$ cat config.mk
export PLATFORM = sky130hd
export DESIGN_NAME = gs_row_sequencer_flat
export DESIGN_NICKNAME = d
export VERILOG_FILES = /design/src/rtl/gs_row_sequencer_pkg.sv /design/src/rtl/gs_row_sequencer_if.sv /design/src/rtl/gs_row_sequencer_plane_counter.sv /design/src/rtl/gs_row_sequencer.sv /design/src/flat_wrapper.sv
export SDC_FILE = /design/constraint.sdc
export NUM_CORES = 1
export LEC_CHECK = 0
export CORE_MARGIN = 5
export CORE_UTILIZATION = 32
export CTS_BUF_LIST = sky130_fd_sc_hd__clkbuf_4
export DETAILED_ROUTE_END_ITERATION = 8
export REMOVE_ABC_BUFFERS = 1
export SLEW_MARGIN = 20
export SYNTH_ARGS = -nofsm -noshare
export SYNTH_HDL_FRONTEND = slang
export SYNTH_SLANG_ARGS = --single-unit
export TNS_END_PERCENT = 1
$ cat constraint.sdc
create_clock -name clk -period 4 [get_ports clk]
set_input_delay 0.8 -clock clk [delete_from_list [all_inputs] [get_ports clk]]
set_output_delay 0.8 -clock clk [all_outputs]
set_load 0.01 [all_outputs]
$ cat src/rtl/gs_row_sequencer_pkg.sv
// Shared types and width helpers for the grayscale row sequencer.
package gs_seq_pkg;

   typedef enum logic [1:0] {INIT, SHIFT, BLANK, FINISH} seq_state_t;

   // Counter width for n distinct values, never below one bit.
   function automatic int unsigned cnt_w(input int unsigned n);
      return (n <= 32'd1) ? 32'd1 : 32'($clog2(n));
   endfunction

   // load_row also encodes "no row" as NB_ROWS, hence the extra bit.
   function automatic int unsigned load_w(input int unsigned nb_rows);
      return 32'($clog2(nb_rows)) + 32'd1;
   endfunction

   function automatic int unsigned row_w(input int unsigned nb_rows, input int unsigned onehot);
      return (onehot != 0) ? nb_rows : cnt_w(nb_rows);
   endfunction

endpackage

$ cat src/rtl/gs_row_sequencer_if.sv
// Bus between the sequencer and its angle/SCLK source and frame-memory addressing.
interface gs_row_sequencer_if #(
   parameter int unsigned NB_ANGLES         = 128,
   parameter int unsigned NB_LEDS_PER_GROUP = 16,
   parameter int unsigned NB_COLORS         = 3,
   parameter int unsigned GS_BITS           = 9,
   parameter int unsigned NB_ROWS           = 4,
   parameter int unsigned ROW_ONEHOT        = 1
);
   localparam int unsigned ANGLE_W = gs_seq_pkg::cnt_w(NB_ANGLES);
   localparam int unsigned COLOR_W = gs_seq_pkg::cnt_w(NB_COLORS);
   localparam int unsigned LED_W   = gs_seq_pkg::cnt_w(NB_LEDS_PER_GROUP);
   localparam int unsigned BS_W    = gs_seq_pkg::cnt_w(GS_BITS);
   localparam int unsigned LOAD_W  = gs_seq_pkg::load_w(NB_ROWS);
   localparam int unsigned ROW_W   = gs_seq_pkg::row_w(NB_ROWS, ROW_ONEHOT);

   logic               SCLK;
   logic [ANGLE_W-1:0] angle;
   logic               FC_en;
   logic [COLOR_W-1:0] color;
   logic [LED_W-1:0]   led;
   logic [BS_W-1:0]    bit_sel;
   logic [LOAD_W-1:0]  load_row;
   logic [ROW_W-1:0]   row_en;
   logic               row_valid;
   logic               LAT;
   logic               shifting;
   logic               frame_done;

   modport master (
      input  SCLK, angle, FC_en,
      output color, led, bit_sel, load_row, row_en, row_valid, LAT, shifting, frame_done
   );

   modport slave (
      output SCLK, angle, FC_en,
      input  color, led, bit_sel, load_row, row_en, row_valid, LAT, shifting, frame_done
   );
endinterface

$ cat src/rtl/gs_row_sequencer_plane_counter.sv
// Color -> LED -> bit-plane cascade counter with combinational wrap flags.
module gs_plane_counter
   import gs_seq_pkg::*;
#(
   parameter int unsigned NB_LEDS_PER_GROUP = 16,
   parameter int unsigned NB_COLORS         = 3,
   parameter int unsigned GS_BITS           = 9
) (
   input  logic                                 clk,
   input  logic                                 rst,
   input  logic                                 i_clr,
   input  logic                                 i_inc,
   output logic [cnt_w(NB_COLORS)-1:0]          o_color,
   output logic [cnt_w(NB_LEDS_PER_GROUP)-1:0]  o_led,
   output logic [cnt_w(GS_BITS)-1:0]            o_bit_sel,
   output logic                                 o_end_color_c,
   output logic                                 o_end_led_c,
   output logic                                 o_end_plane_c
);
   localparam int unsigned COLOR_W = cnt_w(NB_COLORS);
   localparam int unsigned LED_W   = cnt_w(NB_LEDS_PER_GROUP);
   localparam int unsigned BS_W    = cnt_w(GS_BITS);

   logic [COLOR_W-1:0] r_color;
   logic [LED_W-1:0]   r_led;
   logic [BS_W-1:0]    r_bit_sel;

   assign o_end_color_c = (r_color == '0);
   assign o_end_led_c   = o_end_color_c && (r_led == LED_W'(NB_LEDS_PER_GROUP - 1));
   assign o_end_plane_c = o_end_led_c && (r_bit_sel == '0);

   always_ff @(posedge clk) begin
      if (rst || i_clr) begin
         r_color   <= COLOR_W'(NB_COLORS - 1);
         r_led     <= '0;
         r_bit_sel <= BS_W'(GS_BITS - 1);
      end else if (i_inc) begin
         if (!o_end_color_c) begin
            r_color <= r_color - COLOR_W'(1);
         end else begin
            r_color <= COLOR_W'(NB_COLORS - 1);
            if (!o_end_led_c) begin
               r_led <= r_led + LED_W'(1);
            end else begin
               r_led     <= '0;
               r_bit_sel <= o_end_plane_c ? BS_W'(GS_BITS - 1) : r_bit_sel - BS_W'(1);
            end
         end
      end
   end

   assign o_color   = r_color;
   assign o_led     = r_led;
   assign o_bit_sel = r_bit_sel;
endmodule

$ cat src/rtl/gs_row_sequencer.sv
// Grayscale shift sequencer: walks plane counters on SCLK, decodes LAT and steps
// multiplexed row enables, restarting on every angle change or FC write.
module gs_row_sequencer
   import gs_seq_pkg::*;
#(
   parameter int unsigned NB_ANGLES         = 128,
   parameter int unsigned NB_LEDS_PER_GROUP = 16,
   parameter int unsigned NB_COLORS         = 3,
   parameter int unsigned GS_BITS           = 9,
   parameter int unsigned NB_ROWS           = 4,
   parameter int unsigned ROW_ONEHOT        = 1,
   parameter int unsigned WRTGS_LEN         = 1,
   parameter int unsigned LATGS_LEN         = 3,
   parameter int unsigned BLANK_SCLKS       = 2
) (
   input  logic               clk,
   input  logic               rst,
   gs_row_sequencer_if.master io_seq
);
   localparam int unsigned ANGLE_W  = cnt_w(NB_ANGLES);
   localparam int unsigned COLOR_W  = cnt_w(NB_COLORS);
   localparam int unsigned LED_W    = cnt_w(NB_LEDS_PER_GROUP);
   localparam int unsigned BS_W     = cnt_w(GS_BITS);
   localparam int unsigned LOAD_W   = load_w(NB_ROWS);
   localparam int unsigned ROW_W    = row_w(NB_ROWS, ROW_ONEHOT);
   localparam int unsigned WORD_LEN = NB_LEDS_PER_GROUP * NB_COLORS;
   localparam int unsigned POS_W    = cnt_w(WORD_LEN + 1);
   localparam int unsigned BLK_W    = cnt_w(BLANK_SCLKS + 1);
   localparam int unsigned BLK_LAST = (BLANK_SCLKS == 0) ? 0 : BLANK_SCLKS - 1;

   seq_state_t         r_state;
   logic               r_prev_sclk;
   logic [ANGLE_W-1:0] r_prev_angle;
   logic [LOAD_W-1:0]  r_load_row;
   logic [BLK_W-1:0]   r_blank_cnt;
   logic [ROW_W-1:0]   r_row_en;
   logic               r_row_valid;
   logic               r_frame_done;

   logic               w_sclk_rise;
   logic               w_restart;
   logic               w_active;
   logic               w_inc;
   logic               w_row_end;
   logic               w_lat;
   logic [COLOR_W-1:0] w_color;
   logic [LED_W-1:0]   w_led;
   logic [BS_W-1:0]    w_bit_sel;
   logic               w_end_color;
   logic               w_end_led;
   logic               w_end_plane;
   logic [POS_W-1:0]   w_pos;
   logic [ROW_W-1:0]   w_row_code;

   assign w_sclk_rise = io_seq.SCLK & ~r_prev_sclk;
   assign w_restart   = io_seq.FC_en | (io_seq.angle != r_prev_angle);
   assign w_active    = (r_state == INIT) || (r_state == SHIFT);
   assign w_inc       = w_sclk_rise & w_active & ~w_restart;
   assign w_row_end   = w_inc & w_end_color & w_end_led & w_end_plane;

   gs_plane_counter #(
      .NB_LEDS_PER_GROUP (NB_LEDS_PER_GROUP),
      .NB_COLORS         (NB_COLORS),
      .GS_BITS           (GS_BITS)
   ) u_plane_counter (
      .clk           (clk),
      .rst           (rst),
      .i_clr         (w_restart),
      .i_inc         (w_inc),
      .o_color       (w_color),
      .o_led         (w_led),
      .o_bit_sel     (w_bit_sel),
      .o_end_color_c (w_end_color),
      .o_end_led_c   (w_end_led),
      .o_end_plane_c (w_end_plane)
   );

   // Enable code for the row whose load just completed.
   always_comb begin
      w_row_code = '0;
      if (ROW_ONEHOT != 0) w_row_code = ROW_W'(1) << r_load_row;
      else                 w_row_code = ROW_W'(r_load_row);
   end

   assign w_pos = POS_W'(w_led) * POS_W'(NB_COLORS) + POS_W'(NB_COLORS - 1) - POS_W'(w_color);
   assign w_lat = w_active && ((w_bit_sel != '0) ? (w_pos >= POS_W'(WORD_LEN - WRTGS_LEN))
                                                 : (w_pos >= POS_W'(WORD_LEN - LATGS_LEN)));

   always_ff @(posedge clk) begin
      r_prev_sclk  <= io_seq.SCLK;
      r_prev_angle <= io_seq.angle;
      if (rst || w_restart) begin
         r_state      <= INIT;
         r_load_row   <= '0;
         r_blank_cnt  <= '0;
         r_row_en     <= '0;
         r_row_valid  <= 1'b0;
         r_frame_done <= 1'b0;
      end else begin
         r_frame_done <= 1'b0;
         case (r_state)
            INIT, SHIFT: begin
               if (w_row_end) begin
                  if (r_load_row == LOAD_W'(NB_ROWS)) begin
                     // Display-only pass for the last row is over.
                     r_state      <= FINISH;
                     r_frame_done <= 1'b1;
                     r_row_en     <= '0;
                     r_row_valid  <= 1'b0;
                  end else if (BLANK_SCLKS == 0) begin
                     r_state     <= SHIFT;
                     r_row_en    <= w_row_code;
                     r_row_valid <= 1'b1;
                     r_load_row  <= r_load_row + LOAD_W'(1);
                  end else begin
                     r_state     <= BLANK;
                     r_blank_cnt <= '0;
                     r_row_en    <= '0;
                     r_row_valid <= 1'b0;
                  end
               end
            end
            BLANK: begin
               if (w_sclk_rise) begin
                  if (r_blank_cnt == BLK_W'(BLK_LAST)) begin
                     r_state     <= SHIFT;
                     r_row_en    <= w_row_code;
                     r_row_valid <= 1'b1;
                     r_load_row  <= r_load_row + LOAD_W'(1);
                  end else begin
                     r_blank_cnt <= r_blank_cnt + BLK_W'(1);
                  end
               end
            end
            default: ;
         endcase
      end
   end

   assign io_seq.color      = w_color;
   assign io_seq.led        = w_led;
   assign io_seq.bit_sel    = w_bit_sel;
   assign io_seq.load_row   = r_load_row;
   assign io_seq.row_en     = r_row_en;
   assign io_seq.row_valid  = r_row_valid;
   assign io_seq.LAT        = w_lat;
   assign io_seq.shifting   = w_active;
   assign io_seq.frame_done = r_frame_done;
endmodule
$ cat src/flat_wrapper.sv
// flat-port wrapper written by rule: the top's interface ports become plain ports
module gs_row_sequencer_flat import gs_seq_pkg::*;
#(
   parameter int unsigned NB_ANGLES         = 128,
   parameter int unsigned NB_LEDS_PER_GROUP = 16,
   parameter int unsigned NB_COLORS         = 3,
   parameter int unsigned GS_BITS           = 9,
   parameter int unsigned NB_ROWS           = 4,
   parameter int unsigned ROW_ONEHOT        = 1,
   parameter int unsigned WRTGS_LEN         = 1,
   parameter int unsigned LATGS_LEN         = 3,
   parameter int unsigned BLANK_SCLKS       = 2
)
  (clk, rst, io_seq_SCLK, io_seq_angle, io_seq_FC_en, io_seq_color, io_seq_led, io_seq_bit_sel, io_seq_load_row, io_seq_row_en, io_seq_row_valid, io_seq_LAT, io_seq_shifting, io_seq_frame_done);
  gs_row_sequencer_if #(.NB_ANGLES(NB_ANGLES), .NB_LEDS_PER_GROUP(NB_LEDS_PER_GROUP), .NB_COLORS(NB_COLORS), .GS_BITS(GS_BITS), .NB_ROWS(NB_ROWS), .ROW_ONEHOT(ROW_ONEHOT)) io_seq_i ();
  input  logic clk;
  input  logic rst;
  input wire logic [$bits(io_seq_i.SCLK)-1:0] io_seq_SCLK;
  input wire logic [$bits(io_seq_i.angle)-1:0] io_seq_angle;
  input wire logic [$bits(io_seq_i.FC_en)-1:0] io_seq_FC_en;
  output wire logic [$bits(io_seq_i.color)-1:0] io_seq_color;
  output wire logic [$bits(io_seq_i.led)-1:0] io_seq_led;
  output wire logic [$bits(io_seq_i.bit_sel)-1:0] io_seq_bit_sel;
  output wire logic [$bits(io_seq_i.load_row)-1:0] io_seq_load_row;
  output wire logic [$bits(io_seq_i.row_en)-1:0] io_seq_row_en;
  output wire logic [$bits(io_seq_i.row_valid)-1:0] io_seq_row_valid;
  output wire logic [$bits(io_seq_i.LAT)-1:0] io_seq_LAT;
  output wire logic [$bits(io_seq_i.shifting)-1:0] io_seq_shifting;
  output wire logic [$bits(io_seq_i.frame_done)-1:0] io_seq_frame_done;
  assign io_seq_i.SCLK = io_seq_SCLK;
  assign io_seq_i.angle = io_seq_angle;
  assign io_seq_i.FC_en = io_seq_FC_en;
  assign io_seq_color = io_seq_i.color;
  assign io_seq_led = io_seq_i.led;
  assign io_seq_bit_sel = io_seq_i.bit_sel;
  assign io_seq_load_row = io_seq_i.load_row;
  assign io_seq_row_en = io_seq_i.row_en;
  assign io_seq_row_valid = io_seq_i.row_valid;
  assign io_seq_LAT = io_seq_i.LAT;
  assign io_seq_shifting = io_seq_i.shifting;
  assign io_seq_frame_done = io_seq_i.frame_done;
  gs_row_sequencer #(.NB_ANGLES(NB_ANGLES), .NB_LEDS_PER_GROUP(NB_LEDS_PER_GROUP), .NB_COLORS(NB_COLORS), .GS_BITS(GS_BITS), .NB_ROWS(NB_ROWS), .ROW_ONEHOT(ROW_ONEHOT), .WRTGS_LEN(WRTGS_LEN), .LATGS_LEN(LATGS_LEN), .BLANK_SCLKS(BLANK_SCLKS)) u_core (.clk(clk), .rst(rst), .io_seq(io_seq_i));
endmodule
## Yosys cells after proc, flatten, opt, wreduce, memory -nomap -nowiden

Cells that the tools add are included.

| word-level totals | value |
|---|---|
| output and inout bits | 21 |
| register bits | 31 |
| logic and storage cells | 84 |

| operators by class | value |
|---|---|
| muxes and demuxes | 23 |
| multipliers | 1 |
| $lt $le $gt $ge | 2 |
| equality and inequality tests | 11 |
| reductions and logical operators | 17 |
| $add $sub $neg | 7 |
| bitwise logic cells | 11 |
| shift operators | 1 |

Operator list:

| cell | count |
|---|---|
| $mux 4 | 5 |
| $mux 2 | 8 |
| $ge 6x6->1 const B | 2 |
| $pmux 2 s2 | 2 |
| $pmux 4 s2 | 1 |
| $ne 7x7->1 | 1 |
| $add 6x2->6 const B | 1 |
| $and 1x1->1 | 6 |
| $mul 4x2->6 const B | 1 |
| $mux 1 | 6 |
| $ne 2x1->1 const B | 3 |
| $reduce_and 3->1 | 2 |
| $sub 6x2->6 | 1 |
| $reduce_and 5->1 | 1 |
| $add 4x1->4 const B | 1 |
| $eq 2x1->1 const B | 2 |
| $eq 4x4->1 const B | 1 |
| $logic_not 2->1 | 2 |
| $logic_not 4->1 | 1 |
| $ne 2x2->1 const B | 2 |
| $not 1->1 | 4 |
| $reduce_and 4->1 | 1 |
| $reduce_bool 4->1 | 1 |
| $shl 1x3->4 const A | 1 |
| other kinds (14) | 17 |

## Depth between registers and ports, before layout

Gate-level depths: netlist of the first run.

| depth | value |
|---|---|
| depth in word-level cells | 9 |
| gate-level depth with buffers | 10 |

## Cells and area by module

A second synthesis of the first run with hierarchy kept.

| second synthesis, totals | value |
|---|---|
| cell total of the unflattened synthesis | 191 |
| area, all modules | 1740.4 um^2 |

By module, submodules not included:

| module | times used | cells each | area each (um^2) |
|---|---|---|---|
| gs_row_sequencer | 1 | 127 | 1207.4 |
| gs_plane_counter | 1 | 64 | 533.0 |

## Worst setup path before layout of the first run

OpenSTA, ideal clock, no wires.

| timing path | value |
|---|---|
| path kind | register to output |
| start point | reg u_core.u_plane_counter.r_led[0] (netlist: u_core.u_plane_counter.o_led[0]) |
| end point | out io_seq_LAT |
| cell stages (with the launch flop) | 11 |
| arrival | 2597 ps |
| slack | 603 ps |
| path buffers | 0 |
| data required time | 3200 ps |
| path through | dfxtp_1 inv_1 ha_1 fa_1 inv_1 ha_1 fa_1 a21o_1 a21oi_1 xor2_1 nor3_1 |

| between the ends | value |
|---|---|
| cells in the longest elaborated chain, start to end | 6 |

RTL lines:

| item | line | RTL |
|---|---|---|
| from (decl) | gs_row_sequencer_plane_counter.sv:25 | `logic [LED_W-1:0] r_led;` |
| from (signal assigned) | gs_row_sequencer_plane_counter.sv:43 | `r_led <= r_led + LED_W'(1);` |
| $mul 4x2->6 * | gs_row_sequencer.sv:85 | `assign w_pos = POS_W'(w_led) * POS_W'(NB_COLORS) + POS_W'(NB_COLORS - 1) - POS_W'(w_color);` |
| $add 6x2->6 * | gs_row_sequencer.sv:85 |  |
| $sub 6x2->6 * | gs_row_sequencer.sv:85 |  |
| $ge 6x6->1, on equally long branches | gs_row_sequencer.sv:87, gs_row_sequencer.sv:86 |  |
| $mux 1 * | gs_row_sequencer.sv:86 | `assign w_lat = w_active && ((w_bit_sel != '0) ? (w_pos >= POS_W'(WORD_LEN - WRTGS_LEN))` |
| $logic_and 1x1->1 * | gs_row_sequencer.sv:86 |  |
| to (decl) | flat_wrapper.sv:27 | `output wire logic [$bits(io_seq_i.LAT)-1:0] io_seq_LAT;` |

Mark *: on every way between the ends. The rest lies on a longest branch, timed or not.

## Worst setup path in the final report of the first run

Same ends and word-level chain as after synthesis.

==> results of run 1 <==
[where the power goes]
part / leakage (uW) / switching, uW / internal [uW]
Combinational: 0.000573 / 12.7 / 15.4
Sequential: 0.000253 / 1.97 / 313
Clock: 0.0000361 / 104 / 82.0
[cells in the final DEF, fill, tap and decap left out, types with 2 or more instances in the layout]
cell type        netlist  layout
nor4_4                 2       2
o21ai_0                3       3
and3_1                 6       6
mux2i_1                2       2
a21oi_1               12      11
nor2_1                16      16
a31oi_1                4       4
clkdlybuf4s50_1        0      30
nor3_1                 5       5
nand3b_1               2       2
nor2b_1                2       2
a21o_1                 2       2
xnor2_1                2       2
buf_4                  0       4
dfxtp_1               31      31
ha_1                  23      23
fa_1                   3       3
nand4_1                3       3
clkbuf_4               0       7
or3_1                  2       2
a211oi_1               2       2
xor2_1                 9       9
nand2_1               10      10
inv_1                 22      22
nand3_1                5       5
[what timing repair did]
action                                  CTS  global route
pin swaps                                 0             0
hold endpoints to repair                  0             0
buffers inserted                          0             0
endpoints found under the setup margin    1             1
gates resized for setup                   1             1
[cell families after synthesis]
| group | Yosys count |
|---|---|
| AO/OA/AOI/OAI | 27 |
| AND/OR/NAND/NOR | 60 |
| XOR/XNOR | 11 |
| buffers and inverters | 25 |
| adder cells (fa/ha/maj) | 27 |
| flip-flops | 31 |
| multiplexers | 3 |
[worst paths after layout]
| kind | start | end |
|---|---|---|
| worst max-delay path | u_core.u_plane_counter.o_led[0]$_SDFFE_PP0N_ | io_seq_LAT |
| worst min-delay path | u_core.u_plane_counter.o_bit_sel[1]$_SDFFE_PP0N_ | u_core.u_plane_counter.o_bit_sel[1]$_SDFFE_PP0N_ |
| worst max register to register | u_core.u_plane_counter.o_color[0]$_SDFFE_PP0N_ | u_core.u_plane_counter.o_bit_sel[2]$_SDFFE_PP0N_ |
| worst min register to register | u_core.u_plane_counter.o_bit_sel[1]$_SDFFE_PP0N_ | u_core.u_plane_counter.o_bit_sel[1]$_SDFFE_PP0N_ |
[state kept, by name, indices dropped and copies added, names as in the netlist]
register,cells
u_core.io_seq.frame_done,1
u_core.io_seq.load_row,3
u_core.io_seq.row_en,4
u_core.io_seq.row_valid,1
u_core.r_blank_cnt,2
u_core.r_prev_angle,7
u_core.r_prev_sclk,1
u_core.r_state,2
u_core.u_plane_counter.o_bit_sel,4
u_core.u_plane_counter.o_color,2
u_core.u_plane_counter.o_led,4
[layer usage]
layer | global-route usage | routed length [um] | share of wire
met1 | 0.119 | 1500 | 0.45
met2 | 0.166 | 1670 | 0.50
met3 | 0.0396 | 128 | 0.038
met4 | 0.0490 | 54 | 0.016
met5 | 0 | 0 | 0
[metrics by stage]
step,hold WS (ns),setup slack [ns]
2_1_floorplan,0.491,0.603
3_3_place_gp,0.470,0.322
3_5_place_dp,0.480,0.290
4_1_cts,0.496,0.174
5_1_grt,0.523,0.0147
6_report,0.497,0.199
[worst max-delay path, delay by kind of cell (launching register included)]
family                   cells  cell delay, ns
adder cells (fa/ha/maj)      4            1.40
buffers and inverters        3            0.39
flip-flops                   1            0.34
AO/OA/AOI/OAI                2            0.32
XOR/XNOR                     1            0.16
AND/OR/NAND/NOR              1            0.05
[area by class of cell]
class / count / area, um^2 / area share
Multi-Input combinational cell: 128 / 1010 / 0.460
Sequential cell: 31 / 621 / 0.282
Inverter: 22 / 82.6 / 0.0375
Clock inverter: 1 / 5.00 / 0.00228
Timing Repair Buffer: 35 / 339 / 0.154
Clock buffer: 7 / 52.6 / 0.0239
Tap cell: 70 / 87.6 / 0.0398
==> run_results.csv, run 1 <==
group,metric,value,unit
synthesis,synth_top_cell_area_share,0.360,
cells_and_area,fillCellCount,520,
hold_path,hold_depth,2,
power,powerDensity,240,nW/um^2
cells_and_area,nets,260,
worst_setup_path,rrSetupSlack,2.10,ns
worst_setup_path,r2r_cells,7,
place,gp_congestion,0.716,
die,io_pins,32,
routing,drt_wl_total,3.36,mm
place,dp_hpwl,2.63,mm
die,fp.dieH,83.4,um
timing,setup-tns-final,0,ns
die,num_rows,26,
worst_setup_path,crit_fanout,2,
synthesis,synth.mux.area_fraction,0.0182,
die,core,5170,um^2
routing,drc_errors,0,
routing,vias,1375,
die,die_area,6950,um^2
synthesis,synthDistinctLibCells,36,
global_routing,antenna_found_initial,0,
clock_tree,cts_root_buffer,"clkbuf_4",
synthesis,syn_area,1720,um^2
synthesis,synthTopCellsByCount,"dfxtp_1, ha_1, inv_1",
synthesis,syn_avg_cell_area,9.36,um^2
power,power,529,uW
synthesis,synth_edf_count,0,
global_routing,grt_util_all_layers,0.103,
clock_tree,hold_buffers,0,
timing,setup_viol,0,
synthesis,synth-simple-area-share,0.210,
worst_setup_path,crit_chain,"inv_1 -> ha_1 -> fa_1 -> inv_1 -> ha_1 -> fa_1 -> a21o_1 -> a21oi_2 -> xor2_1 -> nor3_1 -> dlygate4sd2_1",
synthesis,synth_top_area_cell,"dfxtp_1",
worst_setup_path,critPathKind,"reg -> out",
global_routing,grt_overflow_total,0,
run_status,status,"completed",
worst_setup_path,cp.required,3.20,ns
routing,wl_per_cell,11.4,um
routing,ant_nets,0,
cells_and_area,final_util,0.425,
clock_tree,clock_path_buffers,2,
cells_and_area,diodes,0,
synthesis,synth_top_family_by_area,"simple AND/OR/NAND/NOR gates",
synthesis,synth-async-reset-ratio,0,
routing,drt_iter0_drc,53,
timing,finalCriticalPeriod,3.80,ns
timing,fin_skew,0.00711,ns
cells_and_area,drive_above_1_share,0.0893,
timing,fmax,263,MHz
global_routing,first_global_vias,1292,
synthesis,yosysMostFrequentCell,"dfxtp_1",
timing,timing.slew.headroom,0.721,
clock_tree,clock-sinks,31,
worst_setup_path,start_kind,"flop",
flow_run,maxCapViolations,0,
place,io_buffers,31,
die,die_x,83.4,um
global_routing,grt_max_degree,25,
power,ir_drop,109,uV
clock_tree,clk_pin_slew,0.10,ns
timing,drv_slew,0,
worst_setup_path,cp-end-kind,"output pin",
cells_and_area,design_area,2200,um^2
routing,drt_first_pass_iters,4,
worst_setup_path,slowest_delay,0.48,ns
die,start_util,0.333,
routing,via_per_inst,4.68,
worst_setup_path,critPathArrivalTime,3.00,ns
timing,rsz0062_at_grt,"no",
clock_tree,clk_latency,0.33,ns
synthesis,yosysSeqAreaShare,0.360,
synthesis,synth_area_leaders,"dfxtp_1, ha_1, inv_1",
place,placed_cells,286,
global_routing,grt_pass1_wl,5.80,mm
synthesis,synthFlopType,"dfxtp_1",
clock_tree,cts_tree,"built",
cells_and_area,fin_cells,294,
synthesis,yosysWarnings,0,
timing,tightest_slew,0.418,ns
synthesis,synth_compound_area_frac,0.0937,
timing,hold_violations,0,
clock_tree,h-tree-depth,2,
hold_path,hold_class,"reg -> reg",
synthesis,ys_ff_latch,31,
timing,post-route-period-util,0.950,
synthesis,netlist_instances,184,
cells_and_area,areaGrowthSynthToFinish,27.7,%
synthesis,synth_fa_ha_area_frac,0.208,
clock_tree,cts_buffers,5,
synthesis,synth-xor-area-share,0.0559,
place,postPlaceCellArea,2140,um^2
power,power.leakage,0.000862,uW
worst_setup_path,crit_path_top_delay_cell,"fa_1",
No activity file was read; power rests on OpenSTA's default activity.
==> inputs of run 2 (changes only) <==
--- a/config.mk
+++ b/config.mk
@@ -5,10 +5,11 @@
 export SDC_FILE = /design/constraint.sdc
 export NUM_CORES = 1
 export LEC_CHECK = 0
-export CORE_MARGIN = 5
+export CORE_MARGIN = 1.5
 export CORE_UTILIZATION = 32
 export CTS_BUF_LIST = sky130_fd_sc_hd__clkbuf_4
 export DETAILED_ROUTE_END_ITERATION = 8
+export DONT_BUFFER_PORTS = 1
 export REMOVE_ABC_BUFFERS = 1
 export SLEW_MARGIN = 20
 export SYNTH_ARGS = -nofsm -noshare
==> run_results.csv, run 2 (synthesized netlist as in run 1, its figures left out) <==
group,metric,value,unit
routing,drt_wl_total,3.06,mm
worst_setup_path,start_kind,"flop",
routing,ant_nets,0,
place,dp_hpwl,2.34,mm
routing,wl_per_cell,11.8,um
clock_tree,h-tree-depth,2,
timing,setup_viol,0,
worst_setup_path,cp-end-kind,"output pin",
place,io_buffers,0,
clock_tree,clk_latency,0.32,ns
timing,fin_skew,0.00765,ns
die,die_area,5830,um^2
place,postPlaceCellArea,1810,um^2
clock_tree,cts_tree,"built",
timing,hold_violations,0,
timing,post-route-period-util,0.928,
die,start_util,0.335,
cells_and_area,drive_above_1_share,0.0899,
timing,finalCriticalPeriod,3.71,ns
timing,timing.slew.headroom,0.735,
power,power.leakage,0.000725,uW
cells_and_area,design_area,1870,um^2
timing,tightest_slew,0.397,ns
cells_and_area,areaGrowthSynthToFinish,8.28,%
clock_tree,clk_pin_slew,0.09,ns
clock_tree,hold_buffers,0,
hold_path,min_from,"io_seq_angle[2]",
clock_tree,cts_root_buffer,"clkbuf_4",
worst_setup_path,rr_startpoint,"u_core.u_plane_counter.o_led[2]$_SDFFE_PP0N_",
worst_setup_path,critPathArrivalTime,2.91,ns
die,io_pins,32,
clock_tree,clock_path_buffers,2,
die,fp.dieH,76.4,um
cells_and_area,fillCellCount,563,
routing,drt_first_pass_iters,4,
routing,drt_iter0_drc,41,
die,die_x,76.4,um
worst_setup_path,cp.required,3.20,ns
timing,setup-tns-final,0,ns
worst_setup_path,crit_fanout,6,
global_routing,first_global_vias,1182,
cells_and_area,diodes,0,
power,power,498,uW
timing,fmax,269,MHz
cells_and_area,layout_commonest_cell,"dfxtp_1",
cells_and_area,regMostFlops,"u_core.r_prev_angle",
timing,drv_slew,0,
die,core,5140,um^2
clock_tree,cts_buffers,5,
global_routing,grt_max_degree,25,
cells_and_area,final_cell_mix,"dfxtp_1, ha_1, inv_1, nor2_1, a21oi_1",
global_routing,grt_pass1_wl,5.32,mm
routing,drc_errors,0,
timing,rsz0062_at_grt,"no",
global_routing,grt_overflow_total,0,
run_status,status,"completed",
power,ir_drop,213,uV
global_routing,antenna_found_initial,0,
clock_tree,clock-sinks,31,
cells_and_area,largest_register_ffs,7,
routing,via_per_inst,4.71,
die,num_rows,26,
global_routing,grt_util_all_layers,0.114,
power,powerDensity,267,nW/um^2
hold_path,hold_class,"in -> reg",
worst_setup_path,cp-startpoint,"u_core.u_plane_counter.o_led[0]$_SDFFE_PP0N_",
place,gp_congestion,0.757,
worst_setup_path,critPathKind,"reg -> out",
routing,vias,1220,
flow_run,maxCapViolations,0,
cells_and_area,nets,227,
[run 2: timing repair]
action                                  in CTS  in global routing
gates resized for setup                      0                  2
endpoints found under the setup margin       0                  1
buffers inserted                             0                  0
hold endpoints to repair                     0                  0
[run 2: critical path, stage by stage (launching register included)]
cell and delay, ns:
dfxtp_2 0.42, inv_1 0.09, ha_1 0.31, fa_1 0.48, inv_1 0.04, ha_1 0.22
fa_1 0.42, a21o_1 0.18, a21oi_1 0.16, xor2_1 0.09, nor3_2 0.19
[run 2: per-layer routing]
metal / wire length [um] / GRT usage / part of all wire
met5: 0 / 0 / 0
met4: 64 / 0.0556 / 0.021
met3: 196 / 0.0395 / 0.064
met2: 1380 / 0.180 / 0.45
met1: 1420 / 0.139 / 0.46
[run 2: cell type report]
cell class                 instances  area, um^2  share of cell area
clock buffer                       6        45.0              0.0241
inverter                          22        82.6              0.0443
multi-input combinational        128        1010               0.543
sequential                        31         622               0.333
tap                               70        87.6              0.0469
timing repair buffer               2        15.0             0.00805
[run 2: metrics by stage]
| stage | cells | setup WS, ns | hold slack, ns | utilization |
|---|---|---|---|---|
| global route | 259 | 0.123 | 0.465 | 0.363 |
| finish | 259 | 0.288 | 0.498 | 0.363 |
| floorplan | 181 | 0.603 | 0.491 | - |
| CTS | 259 | 0.0660 | 0.474 | 0.362 |
| detailed placement | 253 | 0.446 | 0.529 | 0.353 |
| global placement | 253 | 0.494 | 0.519 | 0.353 |
[run 2: worst paths after layout]
path	endpoint	slack (ns)	depth (start not counted)
min	u_core.r_prev_angle[2]$_DFF_P_	0.50	0
min reg2reg	u_core.u_plane_counter.o_bit_sel[1]$_SDFFE_PP0N_	0.54	2
max reg2reg	u_core.u_plane_counter.o_bit_sel[2]$_SDFFE_PP0N_	2.00	6
max	io_seq_LAT	0.29	10
[run 2: power by group]
group,total [uW],internal (uW),switching [uW]
clock network,167,69.2,98.2
registers,315,313,2.01
logic,16.3,6.87,9.46
